`src/rtl/div_pkg.sv`:
```
// div_pkg: shared types and constants for the sequential divider.
//   state_t : divider FSM states (IDLE, ITER, FIX)
//   DIV_N   : default operand width
//   DIV_CW  : iteration counter width for the default operand width
package div_pkg;

    typedef enum logic [1:0] {
        IDLE = 2'd0,
        ITER = 2'd1,
        FIX  = 2'd2
    } state_t;

    localparam int DIV_N  = 32;
    localparam int DIV_CW = $clog2(DIV_N);

endpackage

```
`src/rtl/div_step.sv`:
```
// div_step: one combinational radix-2 restoring division step.
//   r      : partial remainder (always < d on entry)
//   q      : dividend/quotient shift register
//   d      : divisor
//   r_nxt  : partial remainder after the step
//   q_nxt  : shift register after the step, new quotient bit in [0]
module div_step #(
    parameter int N = 32
) (
    input  logic [N-1:0] r,
    input  logic [N-1:0] q,
    input  logic [N-1:0] d,
    output logic [N-1:0] r_nxt,
    output logic [N-1:0] q_nxt
);

    logic [N:0] rs;     // {R,Q} shifted left: remainder gains the next dividend bit
    logic [N:0] trial;
    logic       ge;

    always_comb begin
        rs    = {r, q[N-1]};
        trial = rs - {1'b0, d};
        // rs can reach 2^N (R < D, so 2R+1 < 2D); when its top bit is set the
        // subtraction always succeeds even though trial[N] alone is ambiguous.
        ge    = rs[N] | ~trial[N];
        r_nxt = ge ? trial[N-1:0] : rs[N-1:0];
        q_nxt = {q[N-2:0], ge};
    end

endmodule

```
`src/rtl/seq_divider.sv`:
```
// seq_divider: iterative radix-2 restoring integer divider, one quotient bit
// per clock. Result appears N+2 cycles after the accepted start (2 cycles for
// a zero divisor) with a one-cycle o_done pulse; results hold until the next
// completed operation.
//
// Optional feature macro: SEQ_DIVIDER_SIGNED_EN
//   defined   : two's complement operands, quotient truncates toward zero,
//               remainder takes the dividend's sign (MIN/-1 gives MIN, rem 0)
//   undefined : unsigned operands only
//
// Ports:
//   clk            clock, rising edge
//   i_rst          synchronous active-high reset, aborts any operation
//   i_start        start strobe, only honoured in IDLE
//   i_dividend     dividend, captured with the accepted start
//   i_divisor      divisor, captured with the accepted start
//   o_busy         high while an operation is in flight (ITER/FIX)
//   o_done         one-cycle completion pulse
//   o_quotient     quotient (all ones on divide by zero)
//   o_remainder    remainder (dividend on divide by zero)
//   o_div_by_zero  divisor was zero for the last completed operation
module seq_divider
    import div_pkg::*;
#(
    parameter int N = DIV_N   // N >= 2
) (
    input  logic         clk,
    input  logic         i_rst,
    input  logic         i_start,
    input  logic [N-1:0] i_dividend,
    input  logic [N-1:0] i_divisor,
    output logic         o_busy,
    output logic         o_done,
    output logic [N-1:0] o_quotient,
    output logic [N-1:0] o_remainder,
    output logic         o_div_by_zero
);

    localparam int CW = $clog2(N);

    state_t        state, state_nxt;
    logic [CW-1:0] cnt;
    logic [N-1:0]  r_q, q_q, d_q;
    logic          dz_q;
    logic [N-1:0]  r_step, q_step;
    logic [N-1:0]  dvd_mag, dvs_mag;

`ifdef SEQ_DIVIDER_SIGNED_EN
    logic          sd_q;   // dividend sign -> remainder sign
    logic          sq_q;   // quotient sign
`endif

    // Magnitudes fed into the unsigned core. MIN maps onto itself, which is
    // the correct unsigned magnitude 2^(N-1).
    always_comb begin
`ifdef SEQ_DIVIDER_SIGNED_EN
        dvd_mag = i_dividend[N-1] ? -i_dividend : i_dividend;
        dvs_mag = i_divisor[N-1]  ? -i_divisor  : i_divisor;
`else
        dvd_mag = i_dividend;
        dvs_mag = i_divisor;
`endif
    end

    div_step #(.N(N)) u_step (
        .r     (r_q),
        .q     (q_q),
        .d     (d_q),
        .r_nxt (r_step),
        .q_nxt (q_step)
    );

    // ---------------------------------------------------------------- FSM
    always_ff @(posedge clk) begin
        if (i_rst) state <= IDLE;
        else       state <= state_nxt;
    end

    always_comb begin
        state_nxt = state;
        case (state)
            IDLE: if (i_start) state_nxt = (i_divisor == '0) ? FIX : ITER;
            ITER: if (cnt == CW'(N-1)) state_nxt = FIX;
            FIX:  state_nxt = IDLE;
            default: state_nxt = IDLE;
        endcase
    end

    assign o_busy = (state != IDLE);

    // ----------------------------------------------------------- datapath
    always_ff @(posedge clk) begin
        if (i_rst) begin
            cnt           <= '0;
            r_q           <= '0;
            q_q           <= '0;
            d_q           <= '0;
            dz_q          <= 1'b0;
            o_done        <= 1'b0;
            o_quotient    <= '0;
            o_remainder   <= '0;
            o_div_by_zero <= 1'b0;
`ifdef SEQ_DIVIDER_SIGNED_EN
            sd_q          <= 1'b0;
            sq_q          <= 1'b0;
`endif
        end else begin
            o_done <= 1'b0;
            case (state)
                IDLE: begin
                    if (i_start) begin
                        cnt <= '0;
                        d_q <= dvs_mag;
`ifdef SEQ_DIVIDER_SIGNED_EN
                        sd_q <= i_dividend[N-1];
                        sq_q <= i_dividend[N-1] ^ i_divisor[N-1];
`endif
                        if (i_divisor == '0) begin
                            // Final results are preloaded so FIX just forwards them.
                            dz_q <= 1'b1;
                            q_q  <= '1;
                            r_q  <= i_dividend;
                        end else begin
                            dz_q <= 1'b0;
                            q_q  <= dvd_mag;
                            r_q  <= '0;
                        end
                    end
                end
                ITER: begin
                    r_q <= r_step;
                    q_q <= q_step;
                    cnt <= cnt + 1'b1;
                end
                FIX: begin
`ifdef SEQ_DIVIDER_SIGNED_EN
                    o_quotient  <= (sq_q && !dz_q) ? -q_q : q_q;
                    o_remainder <= (sd_q && !dz_q) ? -r_q : r_q;
`else
                    o_quotient  <= q_q;
                    o_remainder <= r_q;
`endif
                    o_div_by_zero <= dz_q;
                    o_done        <= 1'b1;
                end
                default: ;
            endcase
        end
    end

endmodule

```
`config.mk`:
```
export PLATFORM = sky130hd
export DESIGN_NAME = seq_divider
export DESIGN_NICKNAME = d
export VERILOG_FILES = /design/src/rtl/div_pkg.sv /design/src/rtl/div_step.sv /design/src/rtl/seq_divider.sv
export SDC_FILE = /design/constraint.sdc
export NUM_CORES = 1
export LEC_CHECK = 0
export CAP_MARGIN = 5
export CORE_UTILIZATION = 50
export DETAILED_ROUTE_END_ITERATION = 10
export PLACE_DENSITY = 0.79
export SLEW_MARGIN = 20
export SYNTH_ARGS = -nofsm -noshare
export SYNTH_HDL_FRONTEND = slang
export SYNTH_SLANG_ARGS = --single-unit
```
`constraint.sdc`:
```
create_clock -name clk -period 4.6 [get_ports clk]
set_input_delay 0.46 -clock clk [delete_from_list [all_inputs] [get_ports clk]]
set_output_delay 0.46 -clock clk [all_outputs]
set_load 0.01 [all_outputs]
```
# Word level (Yosys, flattened, before mapping)
# Index checks and enable logic that the tools add are counted.
[totals]
regBits = 170
inputBits = 67
output_inout_bits = 67
word_cells = 41
[classes]
add_sub_neg = 2
eq_ne = 5
mux = 15
bitwise = 2
reduce_logical = 7
[ops]
columns = ["op", "count"]
rows = [
  ["two-way mux 32 bit", 5],
  ["one-hot mux 32 bit (2 select lines)", 2],
  ["subtractor 33 x 32 -> 33 bit", 1],
  ["logical NOT 32 bit", 1],
  ["one-hot mux 5 bit (2 select lines)", 1],
  ["two-way mux 2 bit", 3],
  ["AND reduction 2 bit", 3],
  ["adder 5 x 1 -> 5 bit, second input constant", 1],
  ["equality test 5 bit, second input constant", 1],
  ["two-way mux 5 bit", 1],
  ["!= test 2 bit, second input constant", 2],
  ["one-hot mux 2 bit (2 select lines)", 1],
  ["nonzero test 2 bit", 2],
  ["equality test 2 x 1 -> 1 bit, second input constant", 1],
  ["equality test 2 bit, second input constant", 1],
  ["logical NOT 2 bit", 1],
  ["two-way mux 1 bit", 2],
  ["inverter 1 bit", 1],
  ["bitwise OR 1 bit", 1],
]

# Depth between registers and ports, before layout
# Gate-level depths: netlist of the first run.
[logic_depth]
depth_word = 5
ltp_mapped = 13
ltp_nobuf = 11

# Cells and area by module
# From an unflattened synthesis of the first run, not the netlist that was laid out.
[unflattened]
cells_unflattened = 1138
hier_area_um2 = 9122.5
[modules_own_cells]
columns = ["mod", "instances", "cells_per_inst", "area_each_um2", "seq_area_each_um2"]
rows = [
  ["seq_divider", 1, 772, 6771.5, 3403.3],
  ["div_step", 1, 366, 2351.0, 0.0],
]

# Least setup slack after synthesis of the first run
# No wires, ideal clock.
[synth_path]
path_type = "register to register"
startpoint = "register q_q[31]"
endpoint = "register r_q[5]"
setup_ps = 132
arrival_ps = 2530
required_time_ps = 4468
setup_slack_ps = 1938
stages_incl_launch_ff = 13
n_path_buf = 1
synth_period_minus_slack_ps = 2662
cell_sequence = "dfxtp_1 inv_1 ha_1 fa_1 nand2b_1 a21oi_1 o21ai_2 a211oi_2 nor3_4 buf_6 mux2_4 a221oi_1 nor3_1"
[synth_between]
elab_chain_cells = 5
[synth_rtl]
columns = ["item", "line", "text"]
rows = [
  ["start, declared", "seq_divider.sv:43", "logic [N-1:0] r_q, q_q, d_q;"],
  ["start signal, assigned", "seq_divider.sv:125", "q_q <= dvd_mag;"],
  ["start signal, assigned", "seq_divider.sv:132", "q_q <= q_step;"],
  ["subtractor 33 x 32 -> 33 bit *", "div_step.sv:23", "trial = rs - {1'b0, d};"],
  ["inverter 1 bit", "div_step.sv:26", "ge = rs[N] | ~trial[N];"],
  ["bitwise OR 1 bit", "div_step.sv:26", ""],
  ["two-way mux 32 bit *", "div_step.sv:27", "r_nxt = ge ? trial[N-1:0] : rs[N-1:0];"],
  ["one-hot mux 32 bit (2 select lines) *", "seq_divider.sv:109", "case (state)"],
  ["end signal, assigned", "seq_divider.sv:122", "r_q <= i_dividend;"],
  ["end signal, assigned", "seq_divider.sv:131", "r_q <= r_step;"],
  ["end, declared", "seq_divider.sv:43", ""],
]
# Mark *: on every way between the ends. The rest lies on a longest branch, timed or not.
# A chain may end at the register's enable or synchronous reset.

# Final worst setup path of the first run
[layout_path]
startpoint = "register r_q[10]"
endpoint = "register r_q[13]"
[layout_between]
elab_chain_cells = 5
[layout_rtl]
columns = ["item", "line"]
rows = [
  ["subtractor 33 x 32 -> 33 bit *", "div_step.sv:23"],
  ["inverter 1 bit", "div_step.sv:26"],
  ["bitwise OR 1 bit", "div_step.sv:26"],
  ["two-way mux 32 bit *", "div_step.sv:27"],
  ["one-hot mux 32 bit (2 select lines) *", "seq_divider.sv:109"],
]
# Marks and branches as above.

==> results of run 1 <==
-- worst min-delay path: cells and delay by family, from the launching register on --
family          cells  cell delay, ns
compound gates      1            0.05
flops               1            0.31
simple gates        1            0.05
-- cell type report --
class,count,share of cell area [%]
well taps,220,2.57
flip-flops and latches,170,31.8
clock inverters,11,1.81
multi-input cells,869,45.1
clock buffers,20,4.17
repair buffers,144,13.2
inverters,39,1.37
-- power by group --
part           internal (mW)  total (mW)  switching (mW)
Clock                  0.975        1.56           0.589
Combinational          0.530        1.30           0.768
Sequential              1.55        1.64          0.0828
-- metal layers --
metal  track usage, %  vias to the layer above
met4             14.1                        0
met1             38.3                     4032
met2             42.7                      369
met5                0                        -
met3             5.86                       76
li1                 -                     4181
-- logic make-up (layout without fill, tap and decap cells) --
family          count (synthesis)  count (layout)
compound gates                286             286
xor+xnor                       23              23
fa+ha+maj                      35              35
buf+inv                       115             214
flops                         170             170
mux                            13              13
simple gates                  512             512
-- per-stage QoR --
| stage | power, mW | utilization, % | instances | setup slack, ns | instance area [um2] |
|---|---|---|---|---|---|
| 3_5_place_dp | 2.93 | 60.1 | 1442 | 1.22 | 10100 |
| 5_1_grt | 4.70 | 63.9 | 1473 | 1.06 | 10700 |
| 6_report | 4.50 | 63.9 | 1473 | 1.28 | 10700 |
| 4_1_cts | 4.48 | 63.9 | 1473 | 1.31 | 10700 |
| 3_3_place_gp | 2.91 | 60.1 | 1442 | 1.24 | 10100 |
| 2_1_floorplan | 2.62 | - | 1154 | 1.94 | 8680 |
-- worst max-delay path by stage --
stage / to / depth (start not counted) / slack [ns]
after floorplan: r_q[5] / 12 / 1.94
after global placement: r_q[30] / 9 / 1.24
after detailed placement: r_q[30] / 9 / 1.22
after CTS: r_q[13] / 10 / 1.31
after global routing: r_q[13] / 9 / 1.06
final: r_q[13] / 9 / 1.28
-- state kept, by name, indices dropped and copies added, names as in the netlist --
register       flops
q_q               32
cnt                5
state              2
r_q               32
o_remainder       32
dz_q               1
o_div_by_zero      1
o_quotient        32
d_q               32
o_done             1
-- Yosys cell counts, drive strengths merged (4+ instances only) --
cell type	count
nand2	239
dfxtp	170
a21oi	151
nor2	129
clkbuf	57
o21ai	47
nor4	41
nor3	40
inv	39
ha	34
buf	19
xnor2	17
nand2b	14
nand4	13
a21o	11
mux2i	9
a221oi	8
and2	8
nand3	8
a32oi	7
nor2b	7
o21a	7
a211oi	6
a32o	6
o211ai	6
xor2	6
a2111oi	5
mux2	4
o21bai	4
==> impl_metrics.ini, run 1 <==
[synthesis]
syn_inst = 1154
synth_area_leader_cell = dfxtp_1
yosysSeqAreaShare_pct = 39.2
synth_ff_type = dfxtp_1
synth_edf_count = 0
synth_compound_area_share_pct = 20.2
avgSynthCellArea_um2 = 7.52
yosys.area_share.adder_pct = 5.13
ys_top_cells_by_area = dfxtp_1, nand2_1, a21oi_1
async_flop_share_pct = 0
synth_cell_type_count = 70
yosys_warnings = 0
synth-seq-cells = 170
syn_area_um2 = 8680
yosys.area_share.simple_pct = 26.1
synthMuxAreaShare_pct = 1.64
synth_top_area_share_pct = 39.2
synth_top_family_by_area = simple AND/OR/NAND/NOR gates
synth.net_count = 1256
synthXorXnorAreaFrac_pct = 2.32

[hold_path]
holdPathStages = 2
hold_end = o_quotient[15]
hp-class = reg -> reg
min_from = o_quotient[15]

[finish]
area_growth_pct = 23.4
most-common-layout-cells = nand2_1, dfxtp_1, a21oi_1, clkdlybuf4s50_1, nor2_1
drive_gt1_share_pct = 5.35
mostFrequentLayoutCell = nand2_1
antenna_cells = 0
final_nets = 1343
regArea_um2 = 3400
multi_input_area_um2 = 4840
nFillCells = 1503

[routing]
routed_wl_um = 25100
wl_met3_um = 2150
avgRoutedWirePerCell_um = 17.1
antenna_left = 0
via_per_inst = 5.88
topRoutingLayerUsed = met4
drtIter0Drc = 674
first_pass_iters = 5
drc = 0
wl_met2_um = 10900
wl_met1_um = 11100
vias = 8658

[power]
peakVddDrop_mv = 0.359
powerDensity_nw_per_um2 = 420
p_leak_nw = 4.03

[clock_network]
cts.sinks = 170
clk_path_buf_depth = 2
path_clk_slew_ns = 0.06
cts_setup_buffers = 0
cts_hold_buf = 0
clkLatencyLatePin_ns = 0.43
cts_root_buf = clkbuf_16
cts_tree = done
cts_made_buffers = 17
post_cts_resized = 0
htree_num_levels = 4

[critical_path]
cp.buffers_inverters = 1
cp-start-kind = flip-flop
reg2reg_depth = 9
r2r_slack_ns = 1.28
cp.required_ns = 4.91
critPathTopFamily = compound AO/OA/AOI/OAI gates
r2r-end = r_q[13]
reg2reg_from = r_q[10]
cp_slowest_cell = nor3_4
critPathKind = reg -> reg
crit_top_cell = a21oi_1
critPathMaxFanout = 21
cpPeakStageDelay_ns = 0.71
crit_chain = ha_1 -> a21oi_1 -> o21ai_1 -> nor2_1 -> a211oi_2 -> nor3_4 -> buf_4 -> a21oi_1 -> a2111oi_2
cp-startpoint = r_q[10]
critPathCaptureType = flip-flop
crit_arrival_ns = 3.64

[sta]
min_period_ns = 3.32
fmax_mhz = 301
worst_pin_slew_ns = 0.867
final-max-slew-violation-count = 0
max_slew_margin_pct = 41.7
setup_violations = 0
fin_skew_ns = 0.00599
whs_ns = 0.453
hold_viol = 0
fin_crit_sh_pct = 72.3
grt_setup_unrepaired = false
setup_tns_ns = 0

[die]
initial_core_util_pct = 51.8
dieArea_um2 = 17900
die_w_um = 134
core_um2 = 16800
rows = 47
die_y_um = 134
io_pins = 134

[global_route]
grt_pass1_wl_um = 39700
antenna_found_initial = 0
grt_usage_pct = 28.3
grt_max_degree = 80
grt.overflow.total = 0
grt_pass1_vias = 7820

[job]
cap_violations = 0

[placed_design]
io_buffers = 133
dp_hpwl_um = 18200
place.gp.congestion = 0.938

[outcome]
status = complete, no violations
No activity file was read; power rests on OpenSTA's default activity.
==> run 2, diff against run 1 <==
==> constraint.sdc (replaced) <==
create_clock -name clk -period 3.25 [get_ports clk]
set_input_delay 0.325 -clock clk [delete_from_list [all_inputs] [get_ports clk]]
set_output_delay 0.325 -clock clk [all_outputs]
set_load 0.01 [all_outputs]
==> run 2 against run 1 <==
Effect of this change: first-iteration DRC count is 33% higher; critical path depth is 3 higher; highest routed layer unchanged; fmax is 8.3% higher; power is 42% higher; via count is 0.94% higher.
==> impl_metrics.ini, run 2 (synthesis results as in run 1) <==
[placed_design]
dp_hpwl_um = 19300
dpl.cell_count = 1465
place.gp.congestion = 0.903
io_buffers = 133

[sta]
setup_violations = 0
fmax_mhz = 326
grt_setup_unrepaired = false
fin_skew_ns = 0.0103
max_slew_margin_pct = 42.7
worst_pin_slew_ns = 0.857
min_period_ns = 3.07
final-max-slew-violation-count = 0
setup_tns_ns = 0
fin_crit_sh_pct = 94.5
hold_viol = 0

[global_route]
antenna_found_initial = 0
grt_pass1_vias = 8014
met2_usage_pct = 46.2
grt_max_degree = 78
grt_pass1_wl_um = 41900
grt_usage_pct = 29.8
grtUsageMet1_pct = 40.3
busiest_layer = met2
grt.overflow.total = 0
met3_usage_pct = 6.20

[hold_path]
hold_end = o_quotient[15]
hp-class = in -> reg
min_from = i_rst
holdPathStages = 2

[clock_network]
clkLatencyLatePin_ns = 0.44
clk_path_buf_depth = 2
cts.sinks = 170
cts_tree = done
path_clk_slew_ns = 0.07
cts_setup_buffers = 0
cts_made_buffers = 17
htree_num_levels = 4
cts_hold_buf = 0
cts_root_buf = clkbuf_16

[routing]
via_per_inst = 5.84
drtIter0Drc = 894
antenna_left = 0
vias = 8739
routed_wl_um = 26300
drc = 0
first_pass_iters = 6
avgRoutedWirePerCell_um = 17.5

[finish]
regArea_um2 = 3400
final_nets = 1366
antenna_cells = 0
final_cells = 1497
most-common-layout-cells = nand2_1, dfxtp_1, a21oi_1, clkdlybuf4s50_1, nor2_1
mostFrequentLayoutCell = nand2_1
multi_input_area_um2 = 4840
drive_gt1_share_pct = 7.28
area_growth_pct = 25.5
nFillCells = 1470

[die]
die_y_um = 134
initial_core_util_pct = 51.8
io_pins = 134
die_w_um = 134
dieArea_um2 = 17900
rows = 47
core_um2 = 16800

[critical_path]
reg2reg_from = q_q[31]
critPathCaptureType = flip-flop
r2r-end = r_q[19]
cp.required_ns = 3.57
reg2reg_depth = 12
cp-start-kind = flip-flop
crit_arrival_ns = 3.39
critPathKind = reg -> reg
r2r_slack_ns = 0.18
critPathMaxFanout = 20

[job]
cap_violations = 0

[power]
peakVddDrop_mv = 0.438
powerDensity_nw_per_um2 = 589
p_leak_nw = 4.16

[outcome]
status = complete, no violations
-- run 2: cell types whose count changed in the layout (fill, tap and decap cells not counted), moves of 2 or more --
cell,change
buf_4,+21
inv_6,+7
clkinvlp_4,-3
buf_12,+2
bufinv_16,-2
-- run 2: worst max path at each step --
| stage | cells past startpoint | start | to |
|---|---|---|---|
| 6_report | 12 | q_q[31] | r_q[19] |
| 5_1_grt | 12 | q_q[31] | r_q[19] |
| 4_1_cts | 11 | q_q[31] | r_q[10] |
| 3_5_place_dp | 12 | q_q[31] | r_q[20] |
| 3_3_place_gp | 12 | q_q[31] | r_q[20] |
| 2_1_floorplan | 12 | q_q[31] | r_q[5] |
-- run 2: area by class of cell --
| cell class | instances | share of cell area [%] |
|---|---|---|
| Clock inverter | 13 | 1.62 |
| Sequential cell | 170 | 31.3 |
| Multi-Input combinational cell | 869 | 44.4 |
| Clock buffer | 19 | 4.07 |
| Timing Repair Buffer | 167 | 14.8 |
| Inverter | 39 | 1.34 |
| Tap cell | 220 | 2.53 |
-- run 2: what timing repair did --
item	CTS	global route
hold endpoints to repair	0	0
gates resized for setup	0	2
endpoints found under the setup margin	0	2
-- run 2: where the power goes --
part	internal (mW)	leakage, nW	switching [mW]
combinational	0.802	2.48	1.14
clock	1.25	0.301	0.908
sequential	2.20	1.39	0.105
-- run 2: through the flow --
stage / hold slack [ns] / instance area (um2) / setup WS, ns / util, % / power [mW]
finish: 0.270 / 10900 / 0.179 / 65.0 / 6.41
floorplan: 0.432 / 8680 / 0.588 / - / 3.71
global placement: 0.443 / 10300 / 0.319 / 61.2 / 4.20
global route: 0.281 / 10900 / 0.0389 / 65.0 / 6.68
CTS: 0.257 / 10900 / 0.181 / 64.9 / 6.36
detailed placement: 0.446 / 10300 / 0.234 / 61.2 / 4.22
-- run 2: worst max-delay path: stages, from the launching register on --
cell       delay, ns
dfxtp_1         0.37
inv_1           0.06
ha_1            0.22
fa_1            0.40
nand2b_1        0.21
a21oi_1         0.19
o21ai_2         0.14
a211oi_2        0.34
nor3_4          0.11
buf_4           0.23
nor3_2          0.18
a21oi_1         0.08
a2111oi_2       0.42
-- run 2: routing by layer --
layer	wire (um)	vias to the layer above
met2	11700	409
li1	-	4232
met5	0	-
met4	760	0
met3	2160	46
met1	11700	4052
